==> src/rtl/uart_tx_fifo.sv <==
// uart_tx_fifo: byte FIFO plus launch sequencer feeding a UART transmitter.
// Ports: clk/rst_n, s_axis_* byte input, m_tx_* launch output, tx_busy,
//        fifo_count occupancy, launch_err timeout pulse.
module uart_tx_fifo #(
  parameter int DEPTH        = 16,
  parameter int BUSY_TIMEOUT = 4
) (
  input  logic                     clk,
  input  logic                     rst_n,
  input  logic [7:0]               s_axis_tdata,
  input  logic                     s_axis_tvalid,
  output logic                     s_axis_tready,
  output logic [7:0]               m_tx_tdata,
  output logic                     m_tx_tvalid,
  input  logic                     tx_busy,
  output logic [$clog2(DEPTH):0]   fifo_count,
  output logic                     launch_err
);

  localparam int AW = $clog2(DEPTH);
  localparam int TW = $clog2(BUSY_TIMEOUT);
  localparam logic [AW:0]   FULL = (AW+1)'(DEPTH);
  localparam logic [TW-1:0] TMAX = TW'(BUSY_TIMEOUT - 1);

  typedef enum logic [1:0] {
    IDLE,
    LAUNCH,
    WAIT_BUSY,
    WAIT_DONE
  } state_t;

  state_t        state;
  logic [7:0]    mem [DEPTH];
  logic [AW-1:0] wr_ptr;
  logic [AW-1:0] rd_ptr;
  logic [AW:0]   count;
  logic [TW-1:0] timer;
  logic          push;
  logic          pop;

  // Held low in reset so upstream never sees a stale full/empty view.
  assign s_axis_tready = rst_n && (count != FULL);
  assign push          = s_axis_tvalid && s_axis_tready;
  // Pop only when the transmitter is idle; this is the IDLE->LAUNCH edge.
  assign pop           = (state == IDLE) && (count != '0) && !tx_busy;
  assign m_tx_tvalid   = (state == LAUNCH);
  assign fifo_count    = count;

  always_ff @(posedge clk) begin
    if (push) begin
      mem[wr_ptr] <= s_axis_tdata;
    end
  end

  always_ff @(posedge clk) begin
    if (!rst_n) begin
      wr_ptr <= '0;
      rd_ptr <= '0;
      count  <= '0;
    end else begin
      if (push) begin
        wr_ptr <= wr_ptr + 1'b1;
      end
      if (pop) begin
        rd_ptr <= rd_ptr + 1'b1;
      end
      if (push && !pop) begin
        count <= count + 1'b1;
      end else if (pop && !push) begin
        count <= count - 1'b1;
      end
    end
  end

  always_ff @(posedge clk) begin
    if (!rst_n) begin
      state      <= IDLE;
      timer      <= '0;
      m_tx_tdata <= 8'h00;
      launch_err <= 1'b0;
    end else begin
      launch_err <= 1'b0;
      case (state)
        IDLE: begin
          if (pop) begin
            state      <= LAUNCH;
            m_tx_tdata <= mem[rd_ptr];
          end
        end
        LAUNCH: begin
          state <= WAIT_BUSY;
          timer <= '0;
        end
        WAIT_BUSY: begin
          if (tx_busy) begin
            state <= WAIT_DONE;
          end else if (timer == TMAX) begin
            // Transmitter never took the byte; drop it, no retry.
            state      <= IDLE;
            launch_err <= 1'b1;
          end else begin
            timer <= timer + 1'b1;
          end
        end
        WAIT_DONE: begin
          if (!tx_busy) begin
            state <= IDLE;
          end
        end
        default: state <= IDLE;
      endcase
    end
  end

endmodule
==> config.mk <==
export PLATFORM = sky130hd
export DESIGN_NAME = uart_tx_fifo
export DESIGN_NICKNAME = d
export VERILOG_FILES = /design/src/rtl/uart_tx_fifo.sv
export SDC_FILE = /design/constraint.sdc
export NUM_CORES = 1
export LEC_CHECK = 0
export BUFFER_PORTS_ARGS = -buffer_cell sky130_fd_sc_hd__buf_2
export CORE_ASPECT_RATIO = 1.25
export CORE_MARGIN = 1
export CORE_UTILIZATION = 29
export DETAILED_ROUTE_END_ITERATION = 16
export PLACE_DENSITY = 0.52
export SETUP_SLACK_MARGIN = 0.1
export SLEW_MARGIN = 20
export SYNTH_ARGS = -nofsm -noshare
export SYNTH_HDL_FRONTEND = slang
export SYNTH_SLANG_ARGS = --single-unit
==> constraint.sdc <==
create_clock -name clk -period 7.2 [get_ports clk]
set_clock_uncertainty 0.1 [all_clocks]
set_input_delay 0.72 -clock clk [delete_from_list [all_inputs] [get_ports clk]]
set_output_delay 0.72 -clock clk [all_outputs]
set_load 0.005 [all_outputs]
Word-level counts from Yosys, hierarchy flattened
Memory sizes are Yosys's and may differ from the RTL's. A register that Yosys moved wholly into a read port is not among the register bits.
Index checks and enable logic that the tools add are counted.
{"block": "word_totals", "regBits": 18, "output_inout_bits": 16, "rom_bits": 0, "mem_count": 1, "ram_bits": 128, "latch_bits": 0, "in_bits": 12}
{"block": "op_classes", "reduce_logical": 18, "addsub": 5, "order_cmp": 0, "n_mux": 13, "n_div": 0, "n_shift": 0, "bitwise": 2, "eq_ne": 10, "mul": 0}
{"name": "mem", "words": 16, "word_bits": 8, "rd": 1, "rd_clocked_by_memory_dff": 1, "write_ports": 1, "line": "33", "source": "logic [7:0] mem [DEPTH];"}
{"operator": "2-bit two-way mux", "count": 6}
{"operator": "5-bit two-way mux", "count": 2}
{"operator": "4-bit by 1-bit adder with 4-bit output, second input constant", "count": 2}
{"operator": "2-bit != test, second input constant", "count": 4}
{"operator": "2-bit one-hot mux with 4 select lines", "count": 1}
{"operator": "2-bit equality test, second input constant", "count": 3}
{"operator": "1-bit logical AND", "count": 6}
{"operator": "3-bit AND reduction", "count": 2}
{"operator": "5-bit by 1-bit adder with 5-bit output, second input constant", "count": 1}
{"operator": "5-bit != test, second input constant", "count": 1}
{"operator": "5-bit nonzero test", "count": 1}
{"operator": "5-bit by 1-bit subtractor with 5-bit output, second input constant", "count": 1}
{"operator": "1-bit logical NOT", "count": 4}
{"operator": "2-bit one-hot mux with 2 select lines", "count": 1}
{"operator": "2-bit nonzero test", "count": 2}
{"operator": "1-bit two-way mux", "count": 3}
{"operator": "3-bit != test, second input constant", "count": 1}
{"operator": "3-bit OR reduction", "count": 1}
{"operator": "2-bit by 1-bit adder with 2-bit output, second input constant", "count": 1}
{"operator": "2-bit by 1-bit equality test with 1-bit output, second input constant", "count": 1}
{"operator": "2-bit logical NOT", "count": 1}
{"operator": "1-bit inverter", "count": 2}
{"operator": "2-bit AND reduction", "count": 1}

Depth between registers and ports, before layout
{"block": "logic_depth", "word_depth": 7, "ltp_mapped": 12, "depth_no_buf": 11}

Least setup slack after synthesis
Ideal clock, no wire load.
{"block": "synth_path", "path_kind": "reg-to-reg", "startpoint": "register count[0] (netlist: fifo_count[0])", "endpoint": "register count[4] (netlist: fifo_count[4])", "setup_slack_ps": 4308, "arrival_ps": 2720, "synth_period_minus_slack_ps": 2892, "path_buffers": 1, "stages_incl_launch_ff": 12, "cell_sequence": "dfxtp_1 > or4_4 > o211a_1 > buf_2 > inv_1 > ha_1 > inv_1 > fa_1 > a21o_1 > a21oi_1 > mux2i_1 > mux2i_1"}
{"block": "synth_via", "elab_chain_len": 6, "elab_cells_between_ends": 15, "classes_between": "2 x add/sub; 1 x eq/ne; 2 x mux; 10 x reduce/logical"}
{"item": "start: declaration", "line": "36", "source": "logic [AW:0] count;"}
{"item": "start signal: assignment", "line": "68", "source": "count <= count + 1'b1;"}
{"item": "start signal: assignment", "line": "70", "source": "count <= count - 1'b1;"}
{"item": "parallel branches: the longest is 6 deep, another holds 5-bit by 1-bit subtractor with 5-bit output"}
Parallel ways; which one is timed is not known. The select of a mux whose other input is x is not followed.
A chain may end at the register's enable or synchronous reset.

Worst setup path in the final report
Ends and elaborated chain as after synthesis.

==> results.yml <==
power:
  p_leak_nw: 2.44
  peakVddDrop_v: 0.000152
  powerDensity_nw_per_um2: 320
worst_hold_path:
  hp-class: "flip-flop to flip-flop"
  worstHoldStart: "timer[1]"
  holdPathEnd: "timer[1]"
  whs_path_depth: 2
placement:
  hpwl_um: 8800
  pre_cts_slack_ns: 3.90
  place_inst: 678
  io_buffers: 27
  place.gp.congestion: 0.809
  dpl-instance-area_um2: 6690
global_routing:
  grt_pass1_wl_um: 20000
  grt_overflow: 0
  grt_max_degree: 35
  first_global_vias: 3499
  antenna_found_initial: 0
  gr-usage-all-layers_pct: 12.4
synth:
  ys_warn_count: 0
  syn_avg_cell_area_um2: 15.9
  synth_nets: 422
  async_reset_ff_share_pct: 0
  synth_top_cell_by_area: "edfxtp_1"
  synth_cell_type_count: 41
  seq_area_frac_synth_pct: 69.5
  ys_top_cells_by_area: "edfxtp_1 61%, dfxtp_1 8.3%, mux2i_1 6.5%"
  synth-seq-cells: 154
  synth-edff-count: 128
  synthFlopType: "edfxtp_1"
  synth_top_cell_area_share_pct: 61.2
  postSynthCellCount: 394
  synthesis.area_um2: 6280
clock_tree:
  clk_path_buf_depth: 2
  clk_pin_slew_ns: 0.06
  worstSkewPairLatency_ns: 0.42
  h-tree-depth: 4
  clock-sinks: 154
  numCtsBuffers: 17
  cts_tree: "built"
  cts_root_buf: "clkbuf_16"
  postCtsSetupRepairBufs: 0
  hold_buffers: 0
  cts-resized-gates: 0
sta:
  final.setup.tns_ns: 0
  clock.fmax_mhz: 318
  max_slew_margin_pct: 42.3
  worst_pin_slew_ns: 0.863
  period_share_pct: 43.7
  postLayoutSetupSlackWorst_ns: 4.05
  hold_viol_final: 0
  rsz0062_at_grt: "false"
  period_minus_slack_ns: 3.15
  report.final.setup_viol: 0
  drv_slew: 0
detailed_routing:
  met3_length_um: 559
  met2WireLength_um: 6480
  wire_per_inst_um: 18.1
  drt-total-wl_um: 12900
  num_vias: 3387
  drt_first_pass_iters: 4
  ant_nets: 0
  drtIter0Drc: 223
  route.detailed.drc: 0
  routed_via_density: 4.77
  top_layer: "met4"
  drt-met1-wl_um: 5500
cells_and_area:
  final_area_um2: 7330
  fin_cells: 710
  final_nets: 451
  final_common_cell: "edfxtp_1"
  final_cell_mix: "128 x edfxtp_1, 41 x mux2i_1, 27 x nand2_1, 27 x buf_2, 25 x dfxtp_1"
  n_antenna_cell: 0
  area_growth_pct: 16.7
  layout-drive-gt1-share_pct: 19.3
worst_setup_path:
  cp_max_fo: 21
  required_ns: 7.46
  r2r-start: "fifo_count[0]"
  worstPathArrival_ns: 3.40
  rrSetupSlack_ns: 4.05
  critPathLaunchType: "flip-flop"
  rr_endpoint: "fifo_count[4]"
  worstSetupEndpointType: "flip-flop"
  critPathKind: "flip-flop to flip-flop"
  reg2reg_depth: 10
run:
  max_cap_viol_count: 0
floorplan:
  ios: 28
  fp.dieW_um: 134
  start_util_pct: 29.8
  design.core.area_um2: 21000
  die-area_um2: 22200
  rows: 59
  die_h_um: 167
status:
  status: "complete, no violations"
## cell usage after synthesis (2+ instances only)
library cell	n
mux4_2	16
o22ai_1	18
o211a_1	2
a31oi_1	8
xor2_1	2
buf_1	3
edfxtp_1	128
a21oi_1	3
a21boi_0	2
xnor2_1	3
a311oi_1	8
dfxtp_1	26
nand2_1	27
o21ai_0	13
ha_1	15
a21o_1	3
inv_1	8
nor2b_1	4
nand3b_1	2
nand3_1	2
nand2b_1	5
and2_1	4
nor3_1	4
buf_2	7
nand4_1	2
clkbuf_1	9
nor2_1	16
mux2i_1	41
## area by class of cell
class | instances | area (µm²)
fillers | 2010 | 13700
clock inverters | 11 | 168
clock buffers | 21 | 460
repair buffers | 31 | 165
flip-flops and latches | 154 | 4370
well taps | 274 | 343
multi-input cells | 211 | 1800
inverters | 8 | 30.0
## how the worst max path moves through the flow
stage                  startpoint       endpoint  slack [ns]  depth (start not counted)
floorplan           fifo_count[0]  fifo_count[4]        4.31                         11
global placement            rst_n  fifo_count[4]        3.97                          9
detailed placement          rst_n  fifo_count[4]        3.90                          9
CTS                 fifo_count[0]  fifo_count[4]        4.04                         10
global route        fifo_count[0]  fifo_count[4]        3.88                         10
finish              fifo_count[0]  fifo_count[4]        4.05                         10
## routing by layer
layer	vias to the layer above	GRT usage (%)
met5	-	0
met4	0	6.27
met3	25	3.11
met2	70	20.7
met1	1704	14.7
li1	1588	-
## per-stage QoR
step | hold WS (ns) | util, % | total power, W
finish | 0.379 | 34.8 | 0.00235
global route | 0.403 | 34.8 | 0.00244
CTS | 0.391 | 34.8 | 0.00237
detailed placement | 0.384 | 31.8 | 0.00143
global placement | 0.368 | 31.8 | 0.00142
floorplan | 0.345 | - | 0.00131
## worst max-delay path, cell delays in order, from the launching register on
cell	delay, ns
dfxtp_1	0.37
or4_4	0.57
o211a_1	0.45
inv_1	0.13
ha_1	0.16
inv_1	0.11
fa_1	0.41
a21o_1	0.17
a21oi_1	0.18
mux2i_1	0.24
mux2i_1	0.19
## power by group
group	internal, W	total (W)	switching, W
registers	0.00101	0.00106	0.0000429
clock network	0.000599	0.000944	0.000346
logic	0.000158	0.000347	0.000189
## state kept, by name (all words and copies together), names as in the netlist
register,cells
wr_ptr,4
mem,128
launch_err,1
fifo_count,5
state,2
m_tx_tdata,8
timer,2
rd_ptr,4
## kinds of logic after synthesis
family,Yosys count,synth area share [%]
DFF,154,69.5
xor gates and xnor gates,5,0.698
AOI/OAI and AO/OA,59,6.16
buffers and inverters,29,2.05
muxes,58,12.5
adders and majority gates,16,3.31
and+or+nand+nor,73,5.82
(Power assumes the default switching activity.)
